`src/rtl/seq_det_pkg.sv`:
```
// Shared types and reset defaults for the programmable sequence detector.
// Config storage is sized for the largest supported pattern (32 bits).
package seq_det_pkg;
  localparam int PAT_W_MAX = 32;
  localparam int LEN_W_MAX = 6;

  localparam logic [PAT_W_MAX-1:0] DEF_PAT = 'b1101;
  localparam logic [LEN_W_MAX-1:0] DEF_LEN = 4;
  localparam logic                 DEF_OVL = 1'b1;

  typedef struct packed {
    logic [PAT_W_MAX-1:0] pat;
    logic [LEN_W_MAX-1:0] len;
    logic                 ovl;
  } seq_cfg_t;
endpackage

```
`src/rtl/seq_det_hist.sv`:
```
// Serial history shift register (newest bit in [0]) with a saturating count
// of how many history bits are meaningful since the last clear.
module seq_det_hist #(
  parameter int MAX_LEN = 8,
  parameter int LEN_W   = $clog2(MAX_LEN+1)
) (
  input  logic               clk,
  input  logic               rst,
  input  logic               i_shift,
  input  logic               i_clr,
  input  logic               i_fill_clr,
  input  logic               i_din,
  output logic [MAX_LEN-1:0] o_hist,
  output logic [LEN_W-1:0]   o_fill
);
  logic [MAX_LEN-1:0] r_hist;
  logic [LEN_W-1:0]   r_fill;

  always_ff @(posedge clk or posedge rst) begin
    if (rst) begin
      r_hist <= '0;
      r_fill <= '0;
    end else if (i_clr) begin
      r_hist <= '0;
      r_fill <= '0;
    end else if (i_shift) begin
      r_hist <= {r_hist[MAX_LEN-2:0], i_din};
      // A non-overlapping match forgets its bits but the raw history still shifts.
      if (i_fill_clr)
        r_fill <= '0;
      else if (r_fill != LEN_W'(MAX_LEN))
        r_fill <= r_fill + LEN_W'(1);
    end
  end

  assign o_hist = r_hist;
  assign o_fill = r_fill;
endmodule

```
`src/rtl/seq_detect_prog.sv`:
```
// Run-time programmable serial pattern detector with a Mealy match pulse.
// Define SEQ_DET_CNT_EN to build the saturating match counter; otherwise match_cnt is 0.
module seq_detect_prog
  import seq_det_pkg::*;
#(
  parameter int MAX_LEN = 8,
  parameter int CNT_W   = 8,
  parameter int LEN_W   = $clog2(MAX_LEN+1)
) (
  input  logic               clk,
  input  logic               rst,
  input  logic               din,
  input  logic               din_valid,
  input  logic               cfg_load,
  input  logic [MAX_LEN-1:0] pat_in,
  input  logic [LEN_W-1:0]   len_in,
  input  logic               ovl_in,
  output logic               y,
  output logic [CNT_W-1:0]   match_cnt
);
  localparam int FW = LEN_W_MAX + 1;
  localparam logic [LEN_W_MAX-1:0] RST_LEN =
    (int'(DEF_LEN) > MAX_LEN) ? LEN_W_MAX'(MAX_LEN) : DEF_LEN;

  seq_cfg_t               r_cfg;
  logic [MAX_LEN-1:0]     w_hist;
  logic [LEN_W-1:0]       w_fill;
  logic [LEN_W_MAX-1:0]   w_len_clamp;
  logic [PAT_W_MAX:0]     w_cand_x;
  logic [PAT_W_MAX:0]     w_mask;
  logic [FW-1:0]          w_fill_x;
  logic                   w_fill_ok;
  logic                   w_pat_ok;
  logic                   w_shift;
  logic                   w_y;

  assign w_len_clamp = (int'(len_in) > MAX_LEN) ? LEN_W_MAX'(MAX_LEN) : LEN_W_MAX'(len_in);

  always_ff @(posedge clk or posedge rst) begin
    if (rst)
      r_cfg <= '{pat: DEF_PAT, len: RST_LEN, ovl: DEF_OVL};
    else if (cfg_load)
      r_cfg <= '{pat: PAT_W_MAX'(pat_in), len: w_len_clamp, ovl: ovl_in};
  end

  // Compare in the full config width; the length mask discards everything above len.
  assign w_cand_x = (PAT_W_MAX+1)'({w_hist, din});

  always_comb begin
    w_mask = '0;
    for (int i = 0; i <= PAT_W_MAX; i++)
      w_mask[i] = (i < int'(r_cfg.len));
  end

  assign w_pat_ok  = ((w_cand_x ^ {1'b0, r_cfg.pat}) & w_mask) == '0;
  assign w_fill_x  = FW'(w_fill) + FW'(1);
  assign w_fill_ok = w_fill_x >= FW'(r_cfg.len);
  assign w_shift   = din_valid & ~cfg_load;
  assign w_y       = ~rst & w_shift & (r_cfg.len != '0) & w_fill_ok & w_pat_ok;
  assign y         = w_y;

  seq_det_hist #(.MAX_LEN(MAX_LEN), .LEN_W(LEN_W)) u_hist (
    .clk        (clk),
    .rst        (rst),
    .i_shift    (w_shift),
    .i_clr      (cfg_load),
    .i_fill_clr (w_y & ~r_cfg.ovl),
    .i_din      (din),
    .o_hist     (w_hist),
    .o_fill     (w_fill)
  );

`ifdef SEQ_DET_CNT_EN
  logic [CNT_W-1:0] r_cnt;

  always_ff @(posedge clk or posedge rst) begin
    if (rst)
      r_cnt <= '0;
    else if (cfg_load)
      r_cnt <= '0;
    else if (w_y && !(&r_cnt))
      r_cnt <= r_cnt + CNT_W'(1);
  end

  assign match_cnt = r_cnt;
`else
  assign match_cnt = '0;
`endif
endmodule

```
`config.mk`:
```
export PLATFORM = sky130hd
export DESIGN_NAME = seq_detect_prog
export DESIGN_NICKNAME = d
export VERILOG_FILES = /design/src/rtl/seq_det_pkg.sv /design/src/rtl/seq_det_hist.sv /design/src/rtl/seq_detect_prog.sv
export SDC_FILE = /design/constraint.sdc
export NUM_CORES = 1
export LEC_CHECK = 0
export CORE_MARGIN = 4
export CORE_UTILIZATION = 55
export DETAILED_ROUTE_END_ITERATION = 10
export PLACE_DENSITY = 0.84
export SYNTH_ARGS = -nofsm -noshare
export SYNTH_HDL_FRONTEND = slang
export SYNTH_SLANG_ARGS = --single-unit
```
`constraint.sdc`:
```
create_clock -name clk -period 3.75 [get_ports clk]
set_clock_uncertainty 0.15 [all_clocks]
set_input_delay 0.75 -clock clk [delete_from_list [all_inputs] [get_ports clk]]
set_output_delay 0.75 -clock clk [all_outputs]
set_load 0.02 [all_outputs]
```
Word-level counts from Yosys, hierarchy flattened
Index checks and enable logic that the tools add are counted.

Add/subtract/negate cells: 2. $lt $le $gt $ge: 35. Eq/ne operators: 1. Multiplexer cells: 7. Bitwise logic cells: 11. Reduce and logical (&&, ||, !) cells: 5.

Operators by type and width (count): $lt A5 B6 Y1 const A (16); $lt A4 B6 Y1 const A (8); $and A9 B33 Y33 (1); $logic_not A33 Y1 (1); $lt A3 B6 Y1 const A (4); $mux W4 (5); $mux W8 (2); $lt A1 B6 Y1 const A (2); $lt A2 B6 Y1 const A (2); $xor A9 B8 Y9 (1); $and A1 B1 Y1 (6); $ge A5 B6 Y1 (1); $lt A6 B6 Y1 const A (1); $reduce_bool A6 Y1 (1); $add A4 B1 Y5 const B (1); $add A4 B1 Y4 const B (1); $gt A4 B4 Y1 const B (1); $ne A4 B4 Y1 const B (1); $not A1 Y1 (3); $reduce_bool A3 Y1 (1); $reduce_and A2 Y1 (1); $reduce_bool A2 Y1 (1).

Register bits after elaboration: 27. Logic and storage cells: 66.

Longest topological paths before layout
Depth in word-level cells: 10. Depth in mapped cells: 9. Mapped depth without buffers: 9.

By module
Synthesis repeated with hierarchy kept, for this count alone.

Cell total of the unflattened synthesis: 142. Area total of the unflattened synthesis: 1453.9 µm².

By module, submodules not included: seq_detect_prog (times used 1, cells an instance 87, area an instance 874.6 µm²); seq_det_hist (times used 1, cells an instance 55, area an instance 579.3 µm²).

Worst setup path after synthesis
Ideal clock, no wire load.

Path kind: input-to-output. Start point: in rst. End point: out y. Arrival: 2.341 ns. Data required time: 2.850 ns. Path slack: 0.509 ns. Stages on the path: 4. Buffers on the path: 0. Cells stage by stage: inv_1 -> nand4_1 -> or4_4 -> nor2_1.

Longest elaborated chain between the ends: 5.

Ends and longest elaborated chain: from (decl) (RTL line seq_detect_prog.sv:11) `input logic rst,`; $not A1 Y1 (RTL line seq_detect_prog.sv:59) `assign w_y = ~rst & w_shift & (r_cfg.len != '0) & w_fill_ok & w_pat_ok;`; $and A1 B1 Y1 (4 in series) (RTL line seq_detect_prog.sv:59); to (decl) (RTL line seq_detect_prog.sv:18) `output logic y,`.

Every way passes these cells.

Final worst setup path
Start point: reg u_hist.r_fill[0] (netlist: u_hist.o_fill[0]). End point: out y.

Longest elaborated chain between the ends: 4.

Ends and longest elaborated chain: from (decl) (RTL line seq_det_hist.sv:17) `logic [LEN_W-1:0] r_fill;`; from (signal assigned) (RTL line seq_det_hist.sv:32) `r_fill <= r_fill + LEN_W'(1);`; $add A4 B1 Y5 (RTL line seq_detect_prog.sv:56) `assign w_fill_x = FW'(w_fill) + FW'(1);`; $ge A5 B6 Y1 (RTL line seq_detect_prog.sv:57) `assign w_fill_ok = w_fill_x >= FW'(r_cfg.len);`; $and A1 B1 Y1 (2 in series) (RTL line seq_detect_prog.sv:59).

Every way passes these cells.

==> key figures <==
Timing
  – Final setup vio count: 0
  – Tmin final: 3.34 ns
  – Fmax achieved: 299 MHz
  – RSZ-0062 raised after global routing: false
  – Total Neg Setup Slack: 0 ns
  – Worst setup margin: 0.410 ns
  – Final Hold Vio Count: 0
  – Max-slew violations: 0
  – Tcrit/Tclk final: 89.1%

Finish
  – Diodes inserted: 0
  – Post-route cell area: ~1600 um2
  – Nets: 177
  – Non-filler instance count after layout: 182
  – P&R area growth vs syn: 14.3%
  – Layout cells sized above 1: 17.1%

Die
  – Die width: 58.9 um
  – CORE AREA: 2480 um2
  – Initial core utilization: 57.5%
  – Rows: 18
  – # IOs: 27
  – Die height: 58.9 um
  – Die area: 3470 um2

Hold path
  – HP Class: reg -> reg

CTS
  – Clock latency on the worst-skew pair: 0.31 ns
  – H-Tree Depth: 1
  – Num Clock Sinks: 25
  – Setup bufs post-CTS: 0
  – CTS tree: built
  – CTS clk-pin slew, worst paths: 0.14 ns
  – Root Driver: clkbuf_4
  – Total CTS buffers: 3
  – CTS max path bufs: 2

Yosys
  – Post-synth top cells: 20 x dfrtp_1, 12 x nor2_1, 9 x mux2_2, 9 x mux2i_1, 8 x buf_4
  – Cell with the most instances after synthesis: dfrtp_1
  – Post-Syn Area: 1430 um2
  – Synth warnings: 0
  – Synth top area cells: dfrtp_1 35%, dfstp_2 9.2%, mux2_2 7.1%, mux2i_1 6.3%, ha_1 5.3%
  – Seq/Total Area, Yosys: about 44%
  – Avg Inst Size Synth: 10.8 um2
  – Count of different cell masters after synthesis: 38
  – Share of the synthesized area in the top cell type: 35.1%
  – Dominant synthesized flop cell: dfrtp_1
  – Async SR Flop Fraction: 100%
  – Number of synthesized flops with an enable pin: 0
  – Area leader, netlist: dfrtp_1
  – Synth Register Bits: 25
  – Gate Count Post-Synth: 132

Route
  – DR WL/cell: about 15 um
  – Pre-antenna DRT Iters: 4
  – Vias/cell: 5.52
  – Drt drc: 0
  – Routed WL: 2720 um
  – Antenna-violating nets left: 0
  – Starting DRT DRC Count: 26
  – Via count: ~1000

Pwr
  – VDD IR max: roughly 0.28 mV
  – Overall Power: 0.000538 W
  – Static Leakage: approximately 0.76 nW
  – Pwr Density: 330 nW/um2

Flow run
  – Max-cap violations: 0

Global routing
  – Total GRT Usage: 17.4%
  – Largest net degree at the start of global routing: 26
  – First-pass GRT wire length: 4590 um
  – Total congestion overflow: 0
  – Number of global-route vias before repair: 1094
  – Initial antenna violation count: 0

Placement
  – GPL Wtd Cong: 0.841
  – IO buf count: 18
  – Post-Place Worst Slack: 0.0861 ns
  – Placed cell areas: 1600 um2
  – Hpwl dp: 2070 um
  – Dpl cells: roughly 180

Setup path
  – Slowest stage delay, CP: roughly 0.45 ns
  – Cell repeated most along the worst path: o21ai_0
  – Worst endpoint required time: 2.85 ns
  – Crit path launch type: flip-flop
  – Crit path cell chain: ha_1 -> xor2_1 -> ha_1 -> o21ai_0 -> o21ai_0 -> o21ai_0 -> nor2_1 -> dlymetal6s2s_1
  – Slowest CP cell: dfrtp_1
  – Largest delay share family, worst path: adder cells
  – WS Path Type: reg -> out
  – CP Capture Type: primary output
  – Crit path arrival time: about 2.4 ns
  – Buf+Inv Stages, Crit Path: 1
  – Critical path peak fanout: 4

Run status
  – Status: finished, final reports clean
registers in the layout (all words and copies together), names as in the netlist:
register and cells:
u_hist.o_hist 8, u_hist.o_fill 4, r_cfg 13
final cells by class:
class,count,area [um2]
Tap cell,30,37.5
Clock buffer,3,22.5
Sequential cell,25,632
Inverter,7,26.3
Timing Repair Buffer,21,205
Fill cell,210,848
Multi-Input combinational cell,95,701
Clock inverter,1,5.00
where the power goes:
| part | total [W] | internal, W | switching [W] |
|---|---|---|---|
| sequential | 0.000307 | 0.000290 | 0.0000169 |
| clock | 0.000120 | 0.0000399 | 0.0000803 |
| combinational | 0.000110 | 0.0000552 | 0.0000550 |
| total | 0.000538 | 0.000385 | 0.000152 |
cell usage in the layout, fill, tap and decap left out, types with 2 or more instances in the layout:
cell type | netlist | layout
nand3b_1 | 2 | 2
nand2_1 | 5 | 5
inv_1 | 7 | 7
nor2_1 | 12 | 12
ha_1 | 6 | 6
mux2_2 | 9 | 9
clkdlybuf4s50_1 | 0 | 17
dfstp_2 | 5 | 5
xnor2_1 | 7 | 7
clkbuf_4 | 0 | 3
xor2_1 | 4 | 4
nand2b_1 | 2 | 2
a21oi_1 | 5 | 5
conb_1 | 1 | 8
buf_4 | 8 | 3
o21ai_0 | 6 | 6
o31ai_1 | 2 | 2
dfrtp_1 | 20 | 20
mux2i_1 | 9 | 9
stage by stage:
| stage | utilization [%] | hold slack (ns) |
|---|---|---|
| 3_5_place_dp | 64.5 | 0.370 |
| 5_1_grt | 65.8 | 0.427 |
| 4_1_cts | 65.7 | 0.402 |
| 2_1_floorplan | - | 0.336 |
| 6_report | 65.8 | 0.397 |
| 3_3_place_gp | 64.5 | 0.357 |
worst paths after layout:
kind	start	end	slack, ns	depth (start not counted)
max in group asynchronous	rst	r_cfg[0]$_DFFE_PP1P_	2.49	3
setup / recovery	u_hist.o_fill[0]$_DFFE_PP0P_	y	0.41	8
setup reg to reg	u_hist.o_fill[0]$_DFFE_PP0P_	u_hist.o_fill[2]$_DFFE_PP0P_	1.26	9
hold reg to reg	r_cfg[11]$_DFFE_PP0P_	r_cfg[11]$_DFFE_PP0P_	0.40	1
min in group asynchronous	rst	r_cfg[2]$_DFFE_PP0P_	0.67	3
hold / removal	r_cfg[11]$_DFFE_PP0P_	r_cfg[11]$_DFFE_PP0P_	0.40	1
timing repair:
action,4_1_cts,5_1_grt
hold buffers,0,0
endpoints found under the setup margin,0,1
gates resized for setup,0,1
per-layer routing:
layer / global-route usage, % / part of all wire [%] / vias up
li1: - / - / 479
met1: 22.2 / 42 / 478
met2: 28.4 / 48 / 36
met3: 3.07 / 6.4 / 12
met4: 8.74 / 3.4 / 0
met5: 0 / 0 / -
cell families (layout without fill, tap and decap cells):
kind of cell | count (synthesis) | after routing | synth area share [%]
adder cells (fa/ha/maj) | 6 | 6 | 5.27
other | 1 | 8 | 0.263
flip-flops | 25 | 25 | 44.3
buffers and inverters | 19 | 32 | 8.34
multiplexers | 19 | 19 | 14.2
AO/OA/AOI/OAI | 20 | 20 | 8.87
XOR/XNOR | 11 | 11 | 6.76
AND/OR/NAND/NOR | 31 | 31 | 11.9
Note: power is estimated with default switching activity, not from simulation.
